<file path="src/rtl/lzw_pkg.sv">
// Shared widths and transmit FSM states for the LZW
// compressor datapath (tx packer, rx unpacker).
package lzw_pkg;

   localparam int CODE_W = 12;
   localparam int BYTE_W = 8;

   typedef enum logic [1:0] {
      IDLE,
      SEND,
      DROP
   } tx_state_t;

endpackage

</file>
<file path="src/rtl/byte_fifo.sv">
// Single-clock FIFO with first-word-fall-through read data.
// Pointers carry one extra wrap bit to tell full from empty.
module byte_fifo #(
   parameter int DEPTH = 8,
   parameter int WIDTH = 8
) (
   input  logic             clk,
   input  logic             rst_n,
   input  logic             push,
   input  logic [WIDTH-1:0] wdata,
   input  logic             pop,
   output logic [WIDTH-1:0] rdata,
   output logic             full,
   output logic             empty
);

   localparam int AW = $clog2(DEPTH);

   logic [AW:0]      wptr;
   logic [AW:0]      rptr;
   logic [WIDTH-1:0] mem [DEPTH];

   assign empty = (wptr == rptr);
   assign full  = (wptr[AW] != rptr[AW]) &&
                  (wptr[AW-1:0] == rptr[AW-1:0]);
   assign rdata = mem[rptr[AW-1:0]];

   always_ff @(posedge clk) begin
      if (push && !full) begin
         mem[wptr[AW-1:0]] <= wdata;
      end
   end

   always_ff @(posedge clk or negedge rst_n) begin
      if (!rst_n) begin
         wptr <= '0;
         rptr <= '0;
      end else begin
         if (push && !full) begin
            wptr <= wptr + {{AW{1'b0}}, 1'b1};
         end
         if (pop && !empty) begin
            rptr <= rptr + {{AW{1'b0}}, 1'b1};
         end
      end
   end

endmodule

</file>
<file path="src/rtl/code_tx_packer.sv">
// Packs 12-bit LZW codes two-per-three-bytes, MSB-first, and
// feeds them one at a time to the UART transmitter handshake.
module code_tx_packer
   import lzw_pkg::*;
#(
   parameter int DEPTH = 8
) (
   input  logic              clk,
   input  logic              rst_n,
   input  logic [CODE_W-1:0] code_in,
   input  logic              code_vld,
   output logic              code_rdy,
   input  logic              flush,
   output logic              flush_done,
   output logic              start_xmt,
   output logic [BYTE_W-1:0] xmt_byte,
   input  logic              xmt_done,
   output logic              busy
);

   logic [3:0]        nib;
   logic              nib_vld;
   logic [BYTE_W-1:0] hold;
   logic              hold_vld;
   logic              flush_pend;

   logic              fifo_full;
   logic              fifo_empty;
   logic [BYTE_W-1:0] fifo_rdata;
   logic              push;
   logic              pop;
   logic [BYTE_W-1:0] wdata;

   logic              accept;
   logic              hold_push;
   logic              pad_push;

   tx_state_t state;
   tx_state_t state_n;

   assign code_rdy  = ~fifo_full & ~hold_vld & ~flush_pend;
   assign accept    = code_vld & code_rdy;
   assign hold_push = hold_vld & ~fifo_full;
   assign pad_push  = flush_pend & nib_vld &
                      ~hold_vld & ~fifo_full;

   assign flush_done = flush_pend & ~nib_vld & ~hold_vld &
                       fifo_empty & (state == IDLE);

   assign start_xmt = (state == SEND);
   assign busy      = ~fifo_empty | nib_vld | hold_vld |
                      (state != IDLE);

   // accept needs ~hold_vld and ~flush_pend, so sources are exclusive
   always_comb begin
      push  = 1'b0;
      wdata = '0;
      unique case (1'b1)
         hold_push: begin
            push  = 1'b1;
            wdata = hold;
         end
         accept: begin
            push  = 1'b1;
            wdata = nib_vld ? {nib, code_in[11:8]}
                            : code_in[11:4];
         end
         pad_push: begin
            push  = 1'b1;
            wdata = {nib, 4'h0};
         end
         default: ;
      endcase
   end

   always_ff @(posedge clk or negedge rst_n) begin
      if (!rst_n) begin
         nib        <= '0;
         nib_vld    <= 1'b0;
         hold       <= '0;
         hold_vld   <= 1'b0;
         flush_pend <= 1'b0;
      end else begin
         if (accept) begin
            if (nib_vld) begin
               hold     <= code_in[7:0];
               hold_vld <= 1'b1;
               nib_vld  <= 1'b0;
            end else begin
               nib     <= code_in[3:0];
               nib_vld <= 1'b1;
            end
         end else if (pad_push) begin
            nib_vld <= 1'b0;
         end
         if (hold_push) begin
            hold_vld <= 1'b0;
         end
         flush_pend <= flush | (flush_pend & ~flush_done);
      end
   end

   byte_fifo #(
      .DEPTH (DEPTH),
      .WIDTH (BYTE_W)
   ) u_fifo (
      .clk   (clk),
      .rst_n (rst_n),
      .push  (push),
      .wdata (wdata),
      .pop   (pop),
      .rdata (fifo_rdata),
      .full  (fifo_full),
      .empty (fifo_empty)
   );

   always_ff @(posedge clk or negedge rst_n) begin
      if (!rst_n) begin
         state    <= IDLE;
         xmt_byte <= '0;
      end else begin
         state <= state_n;
         if (pop) begin
            xmt_byte <= fifo_rdata;
         end
      end
   end

   // DROP waits for the serial block to release xmt_done
   always_comb begin
      state_n = state;
      pop     = 1'b0;
      unique case (state)
         IDLE: begin
            if (!fifo_empty) begin
               pop     = 1'b1;
               state_n = SEND;
            end
         end
         SEND: begin
            if (xmt_done) begin
               state_n = DROP;
            end
         end
         DROP: begin
            if (!xmt_done) begin
               state_n = IDLE;
            end
         end
         default: state_n = IDLE;
      endcase
   end

endmodule

</file>
<file path="config.mk">
export PLATFORM = sky130hd
export DESIGN_NAME = code_tx_packer
export DESIGN_NICKNAME = d
export VERILOG_FILES = /design/src/rtl/lzw_pkg.sv /design/src/rtl/byte_fifo.sv /design/src/rtl/code_tx_packer.sv
export SDC_FILE = /design/constraint.sdc
export NUM_CORES = 1
export LEC_CHECK = 0
export BUFFER_PORTS_ARGS = -buffer_cell sky130_fd_sc_hd__buf_2
export CORE_AREA = 2 2 147 77
export CTS_CLUSTER_DIAMETER = 50
export DETAILED_ROUTE_END_ITERATION = 8
export DIE_AREA = 0 0 149 79
export PLACE_DENSITY_LB_ADDON = 0.05
export SYNTH_ARGS = -nofsm -noshare
export SYNTH_HDL_FRONTEND = slang
export SYNTH_SLANG_ARGS = --single-unit
</file>
<file path="constraint.sdc">
create_clock -name clk -period 5.1 [get_ports clk]
set_input_delay 1.02 -clock clk [delete_from_list [all_inputs] [get_ports clk]]
set_output_delay 1.02 -clock clk [all_outputs]
set_load 0.02 [all_outputs]
</file>
# Word-level counts from Yosys, hierarchy flattened
# Memory sizes are Yosys's and may differ from the RTL's. A register that Yosys moved wholly into a read port is not among the register bits.
# Index checks and enable logic that the tools add are counted.
# op_classes
addsub	2
n_eq_ne	8
muxes	17
n_bitwise	22
reduce_logical	16
# op_table
operator	n
$pmux W8 S3	1
$and A1 B1 Y1	12
$mux W1	11
$add A4 B1 Y4 const B	2
$mux W8	1
$reduce_bool A2 Y1	4
$mux W2	3
$not A1 Y1	6
$pmux W2 S3	1
$reduce_and A2 Y1	3
$eq A4 B4 Y1	1
$ne A2 B2 Y1 const B	2
$or A1 B1 Y1	4
$eq A3 B3 Y1	1
$logic_and A1 B1 Y1	3
$logic_not A1 Y1	3
$reduce_and A3 Y1	1
$reduce_or A3 Y1	1
$eq A2 B1 Y1 const B	1
$eq A2 B2 Y1 const B	1
$logic_not A2 Y1	1
$ne A2 B1 Y1 const B	1
$ne A1 B1 Y1	1
# totals
ff_bits	25
mem_bits_rw	64
input_bits	17
out_inout_bits	12
wordCells	74
memories	1
# mem_list
name	words	word_bits	rd	rd_clocked_by_memory_dff	write_ports	line_no	source
u_fifo.mem	8	8	1	1	1	byte_fifo.sv:21	logic [WIDTH-1:0] mem [DEPTH];

# Logic depth before layout (Yosys ltp)
# Gate-level depths: netlist of run 1.
# logic_depth
word_depth	11
depth_mapped	6
depth_no_buf	4

# Hierarchy
# A second synthesis of run 1 with hierarchy kept.
# unflattened
hier_cells	253
area_unflattened_um2	4281.6
# by_module_without_submodules
mod	n_inst	cells_each	area_each_um2	seq_area_each_um2
byte_fifo	1	151	3014.1	2122.0
code_tx_packer	1	102	1267.5	625.6

# Worst setup path after synthesis of run 1
# No wires, ideal clock.
# synth_path
kind	input-to-reg
start	input code_vld
end	memory u_fifo.mem[0][0], enable pin
setup_time_ns	0.395
arrival_time_ns	2.262
required_time_ns	4.705
setup_slack_ns	2.444
path_stages	5
path_buffers	1
cell_sequence	nand2b_1 -> nand2_1 -> nand2b_1 -> buf_2 -> nor4_1
# synth_between
elab_chain_len	6
# synth_lines
item	line_no	source
start, declared	code_tx_packer.sv:11	input logic code_vld,
$and A1 B1 Y1	code_tx_packer.sv:42	assign accept = code_vld & code_rdy;
$reduce_or A3 Y1 (no line)	n/a	
$mux W1	code_tx_packer.sv:58	unique case (1'b1)
$logic_and A1 B1 Y1	byte_fifo.sv:29	if (push && !full) begin
$mux W1	byte_fifo.sv:29	
$mux W1 (not written as such)	byte_fifo.sv:30	mem[wptr[AW-1:0]] <= wdata;
end, declared	byte_fifo.sv:21	
# Every way passes these cells.

# Worst setup path in the final report of run 1
# layout_path
start	register u_fifo.rptr[2]
end	output code_rdy
# layout_between
elab_chain_len	5
# layout_lines
item	line_no	source
start, declared	byte_fifo.sv:20	logic [AW:0] rptr;
start signal, assigned	byte_fifo.sv:43	rptr <= rptr + {{AW{1'b0}}, 1'b1};
$eq A3 B3 Y1	byte_fifo.sv:25	(wptr[AW-1:0] == rptr[AW-1:0]);
$logic_and A1 B1 Y1	byte_fifo.sv:24	assign full = (wptr[AW] != rptr[AW]) &&
$not A1 Y1	code_tx_packer.sv:41	assign code_rdy = ~fifo_full & ~hold_vld & ~flush_pend;
$and A1 B1 Y1 (2 in series)	code_tx_packer.sv:41	
end, declared	code_tx_packer.sv:12	output logic code_rdy,
# Every way passes these cells.

==> results of run 1 <==
## worst min-delay path, delay by kind of cell (launching register included)
family           cells  cell delay (ns)
flip-flops           1             0.34
AO/OA/AOI/OAI        1             0.06
AND/OR/NAND/NOR      1             0.05
## path summary, 6_finish.rpt
check / slack [ns] / endpoint / start
max in group asynchronous: 3.82 / u_fifo.rptr[3]$_DFFE_PN0P_ / rst_n
min: 0.48 / xmt_byte[3]$_DFFE_PN0P_ / xmt_byte[3]$_DFFE_PN0P_
min in group asynchronous: 0.76 / hold[3]$_DFFE_PN0P_ / rst_n
max reg2reg: 2.04 / u_fifo.mem[1][4]$_DFFE_PP_ / u_fifo.rptr[2]$_DFFE_PN0P_
min reg2reg: 0.48 / xmt_byte[3]$_DFFE_PN0P_ / xmt_byte[3]$_DFFE_PN0P_
max: 1.54 / code_rdy / u_fifo.rptr[2]$_DFFE_PN0P_
## final cells by class
cell class | instances | area [um2] | area share (%)
flip-flops and latches | 97 | 2750 | 58.6
inverters | 2 | 7.51 | 0.160
well taps | 145 | 181 | 3.87
repair buffers | 34 | 185 | 3.95
clock buffers | 11 | 233 | 4.97
clock inverters | 5 | 56.3 | 1.20
multi-input cells | 134 | 1270 | 27.2
## metrics by stage
| stage | cell area [um2] | worst slack (ns) |
|---|---|---|
| floorplan | 4100 | 2.44 |
| global placement | 4400 | 1.96 |
| detailed placement | 4400 | 1.89 |
| CTS | 4690 | 1.52 |
| global route | 4690 | 1.35 |
| finish | 4690 | 1.54 |
## sequential cells by signal (all words and copies together), names as in the netlist
signal and flops:
flush_pend 1, hold 8, hold_vld 1, nib 4, nib_vld 1, state 2
u_fifo.mem 64, u_fifo.rptr 4, u_fifo.wptr 4, xmt_byte 8
## power breakdown
part	switching (W)	total, W	internal, W
clock network	0.000283	0.000663	0.000381
registers	0.000123	0.00109	0.000966
logic	0.000443	0.000785	0.000341
## cell usage after synthesis, types with 4 or more instances
library cell	count
xnor2_1	4
clkbuf_1	6
dfrtp_1	33
nor3b_1	4
o21ai_0	11
edfxtp_1	64
buf_2	6
nor2_1	11
mux4_2	16
nand2b_1	5
nor3_1	5
mux2_2	18
a21oi_1	5
xor2_1	6
o2bb2ai_1	4
mux2i_1	8
nand2_1	13
a22oi_1	4
## layer usage
metal / vias to the layer above / share of wire (%) / GRT usage [%]
met3: 12 / 4.8 / 4.71
li1: 1009 / - / -
met1: 1089 / 57 / 28.4
met4: 0 / 1.3 / 5.14
met2: 37 / 37 / 18.9
met5: - / 0 / 0
## layout by cell type (no fill, tap or decap), types with 2 or more instances in the layout
cell type   n
buf_2      28
nor4_1      2
nor4_4      3
o21ai_0    11
nand3b_1    3
a21oi_1     5
clkbuf_1    2
mux2i_1     8
nor3_1      5
o2bb2ai_1   4
clkbuf_16   9
nand2b_1    5
dfrtp_1    33
inv_1       2
buf_4       6
xnor2_1     4
ha_1        2
a22oi_1     4
mux2_2     18
nor3b_1     4
edfxtp_1   64
mux4_2     16
nor2_1     11
a21o_1      2
nand2_1    13
xor2_1      6
## cell families after synthesis
group,after synthesis,synth area share (%)
XOR/XNOR,11,2.53
adder cells (fa/ha/maj),2,0.610
flip-flops,97,67.0
AO/OA/AOI/OAI,28,4.30
AND/OR/NAND/NOR,51,7.63
buffers and inverters,17,2.20
multiplexers,42,15.7
==> impl_metrics.toml, run 1 <==
[worst_setup_path]
crit_chain = "xor2_1 > nor4_4 > nor3_1 > buf_2"
startpoint_type = "flip-flop"
endpoint_kind = "output pin"
worstPathMaxFanout = 17
slowest_stage = "nor4_4"
crit_family = "simple AND/OR/NAND/NOR gates"
path_depth = 4
cp_slowest_stage_delay_ns = 0.91
crit_type = "flip-flop to output pin"
crit_required_ns = 4.08
arrival_ns = 2.54
r2r_cells = 4
crit_buf_inv = 1

[power_and_ir_drop]
total_power_w = 0.00254
powerDensity_nw_per_um2 = 541
leakage_nw = 1.74
ir_drop_uv = 187

[outcome]
outcome = "finished clean"

[clocking]
cts_hold_buf = 0
cts_setup_buffers = 0
cts_tree = "done"
cts_buffers = 9
h-tree-depth = 3
clk_latency_ns = 0.34
clock-sinks = 97
root_buffer = "clkbuf_16"
cts_buffer_depth = 2
ctsResizeCount = 0
clkTransAtPathRegs_ns = 0.06

[logic_synthesis]
synth_cells = 248
synth_seq_area_share_pct = 67.0
synth_top_area_share_pct = 46.9
synthArstFlopShare_pct = 34.0
syn_avg_cell_area_um2 = 16.5
synth_cell_types = 33
ys_warn_count = 0
synth_nets = 267
synth_top_area_cell = "edfxtp_1"
syn_area_um2 = 4100
synth_edf_count = 64
synth_area_leaders = "edfxtp_1 (47%), dfrtp_1 (20%), mux4_2 (8.8%)"
ys_ff_latch = 97
synthFlopType = "edfxtp_1"

[finish]
antenna_cells = 0
fillers = 958
fin_nets = 297
drive_gt1_share_pct = 31.1
fin_util_pct = 44.2
area_growth_pct = 14.3
final_cells = 428

[worst_hold_path]
whs_path_depth = 2
holdCritPathClass = "flip-flop to flip-flop"

[timing]
rsz0062_at_grt = "false"
hold_viol = 0
hold_slack_ns = 0.480
drv_slew = 0
min_period_ns = 3.56
fin_crit_sh_pct = 69.9
finalClockSkew_ns = 0.00702
slew_headroom_pct = 19.6
setup_violations = 0
fmax_mhz = 281
tightest_slew_ns = 1.20
tns_ns = 0

[floorplanning]
die-height_um = 79
die_w_um = 149
fp.coreArea_um2 = 10600
std_cell_rows = 27
start_util_pct = 38.6
die_area_um2 = 11800
ios = 29

[global_routing]
grt_pass1_wl_mm = 13.6
antenna_found_initial = 0
grt_max_degree = 34
grt_usage_pct = 16.6
grt_pass1_vias = 2157
grt_overflow = 0

[detailed_routing]
first_pass_iters = 4
first_iter_violations = 109
antenna_left = 0
drc = 0
vias_per_cell = 5.02
finalWirelength_mm = 8.78
num_vias = 2147
routedWlPerCell_um = 20.5

[placed_design]
numPortBuffers = 28
dpl.cell_count = 412
place_congestion = 0.731
dp_hpwl_mm = 6.10

[job]
drv_cap = 0
(Power assumes the default switching activity.)
==> run 2, diff against run 1 <==
==> constraint.sdc (replaced) <==
create_clock -name clk -period 3.5 [get_ports clk]
set_input_delay 0.7 -clock clk [delete_from_list [all_inputs] [get_ports clk]]
set_output_delay 0.7 -clock clk [all_outputs]
set_load 0.02 [all_outputs]
==> run 2 against run 1 <==
  * Clock skew is 0.00051 ns lower
  * Total power is 48% higher
  * Sequential power is 42% higher
  * Die area stayed put
  * Setup slack worse by 0.72 ns
  * Worst hold slack worse by 0.022 ns
  * Count of clock-buffer cells in the layout is 2 lower
  * Clock power is 58% higher
  * Sequential cell count stayed put
  * Register-to-register slack worse by 1.0 ns
  * Via count is 0.65% higher
  * Final cell count is 1.2% higher
  * Critical path type unchanged
==> impl_metrics.toml, run 2 (same netlist as run 1, synthesis figures left out) <==
[clocking]
ctsResizeCount = 0
cts_hold_buf = 0
root_buffer = "clkbuf_16"
clock-sinks = 97
cts_buffer_depth = 2
cts_setup_buffers = 0
h-tree-depth = 3
clkTransAtPathRegs_ns = 0.07
cts_buffers = 9
clk_latency_ns = 0.34
cts_tree = "done"

[finish]
drive_gt1_share_pct = 32.6
final_common_cell = "edfxtp_1"
final_cell_mix = "edfxtp_1 (64), dfrtp_1 (33), buf_2 (28)"
fin_nets = 302
largest_reg_flops = 64
fin_area_um2 = 4750
area_growth_pct = 15.9
antenna_cells = 0

[floorplanning]
die_area_um2 = 11800
ios = 29
std_cell_rows = 27
die_w_um = 149
fp.coreArea_um2 = 10600
die-height_um = 79
start_util_pct = 38.6

[detailed_routing]
num_vias = 2161
routedWlPerCell_um = 19.5
first_pass_iters = 4
first_iter_violations = 128
finalWirelength_mm = 8.43
vias_per_cell = 4.99
antenna_left = 0
drc = 0

[worst_setup_path]
r2r_slack_ns = 1.02
worstPathMaxFanout = 13
arrival_ns = 1.99
startpoint_type = "flip-flop"
r2r_cells = 4
regToRegStartpoint = "hold_vld$_DFFE_PN0P_"
crit_required_ns = 2.80
r2r-end = "u_fifo.mem[0][3]$_DFFE_PP_"
crit_type = "flip-flop to output pin"
endpoint_kind = "output pin"

[power_and_ir_drop]
leakage_nw = 1.78
powerDensity_nw_per_um2 = 789
ir_drop_uv = 260

[placed_design]
dp_slack_ns = 0.949
numPortBuffers = 28
place_congestion = 0.708
placed_area_um2 = 4430
dp_hpwl_mm = 5.77

[timing]
slew_headroom_pct = 29.0
tightest_slew_ns = 1.06
hold_viol = 0
rsz0062_at_grt = "false"
tns_ns = 0
finalClockSkew_ns = 0.00650
fin_crit_sh_pct = 76.8
fin_ws_ns = 0.813
min_period_ns = 2.69
setup_violations = 0
fmax_mhz = 372
drv_slew = 0

[global_routing]
antenna_found_initial = 0
grt_overflow = 0
grt_max_degree = 34
grt_usage_pct = 16.0
grt_pass1_wl_mm = 13.5
grt_pass1_vias = 2238

[job]
drv_cap = 0

[outcome]
outcome = "finished clean"

[worst_hold_path]
holdCritPathClass = "input port to asynchronous set/reset pin"
[run 2: changes by cell type in the layout (fill, tap and decap cells not counted)]
cell,change
clkbuf_1,-2
bufinv_16,+1
clkinv_2,-1
clkinvlp_4,+1
buf_4,+5
clkinv_1,+1
[run 2: worst max-delay path by stage]
stage                                     from                         end  slack [ns]  cells after the start
floorplan           u_fifo.rptr[1]$_DFFE_PN0P_  u_fifo.mem[0][0]$_DFFE_PP_        1.07                      6
finish              u_fifo.wptr[0]$_DFFE_PN0P_                    code_rdy        0.81                      5
detailed placement                    code_vld  u_fifo.mem[0][6]$_DFFE_PP_        0.95                      5
global placement                      code_vld  u_fifo.mem[0][6]$_DFFE_PP_        0.97                      5
global route        u_fifo.wptr[0]$_DFFE_PN0P_                    code_rdy        0.70                      5
CTS                 u_fifo.wptr[0]$_DFFE_PN0P_                    code_rdy        0.79                      5
[run 2: power breakdown]
part / leakage (nW) / total (W) / internal, W / switching (W)
Sequential: 1.01 / 0.00155 / 0.00141 / 0.000147
Clock: 0.151 / 0.00105 / 0.000625 / 0.000425
Combinational: 0.619 / 0.00114 / 0.000509 / 0.000634
Total: 1.78 / 0.00375 / 0.00254 / 0.00121
[run 2: area by class of cell]
cell class,count,area (um2)
clock buffer,9,225
clock inverter,7,92.6
fill,952,5860
inverter,2,7.51
multi-input combinational,134,1270
sequential,97,2750
tap,145,181
timing repair buffer,39,223
[run 2: stage by stage]
step	total power (W)	hold slack (ns)	std cells	util, %
2_1_floorplan	0.00243	0.404	248	-
3_3_place_gp	0.00273	0.457	417	41.8
3_5_place_dp	0.00275	0.470	417	41.8
4_1_cts	0.00381	0.485	433	44.8
5_1_grt	0.00398	0.503	433	44.8
6_report	0.00375	0.458	433	44.8
[run 2: routing by layer]
| metal | wire (um) | global-route usage [%] |
|---|---|---|
| met5 | 0 | 0 |
| met4 | 88 | 4.57 |
| met3 | 252 | 4.54 |
| met2 | 3390 | 21.2 |
| met1 | 4700 | 25.2 |
[run 2: critical path, stage by stage (launching register included)]
cell and delay [ns]:
dfrtp_1 0.50, xor2_2 0.23, nor4_4 0.38, buf_4 0.27
nor3_1 0.07, buf_2 0.20
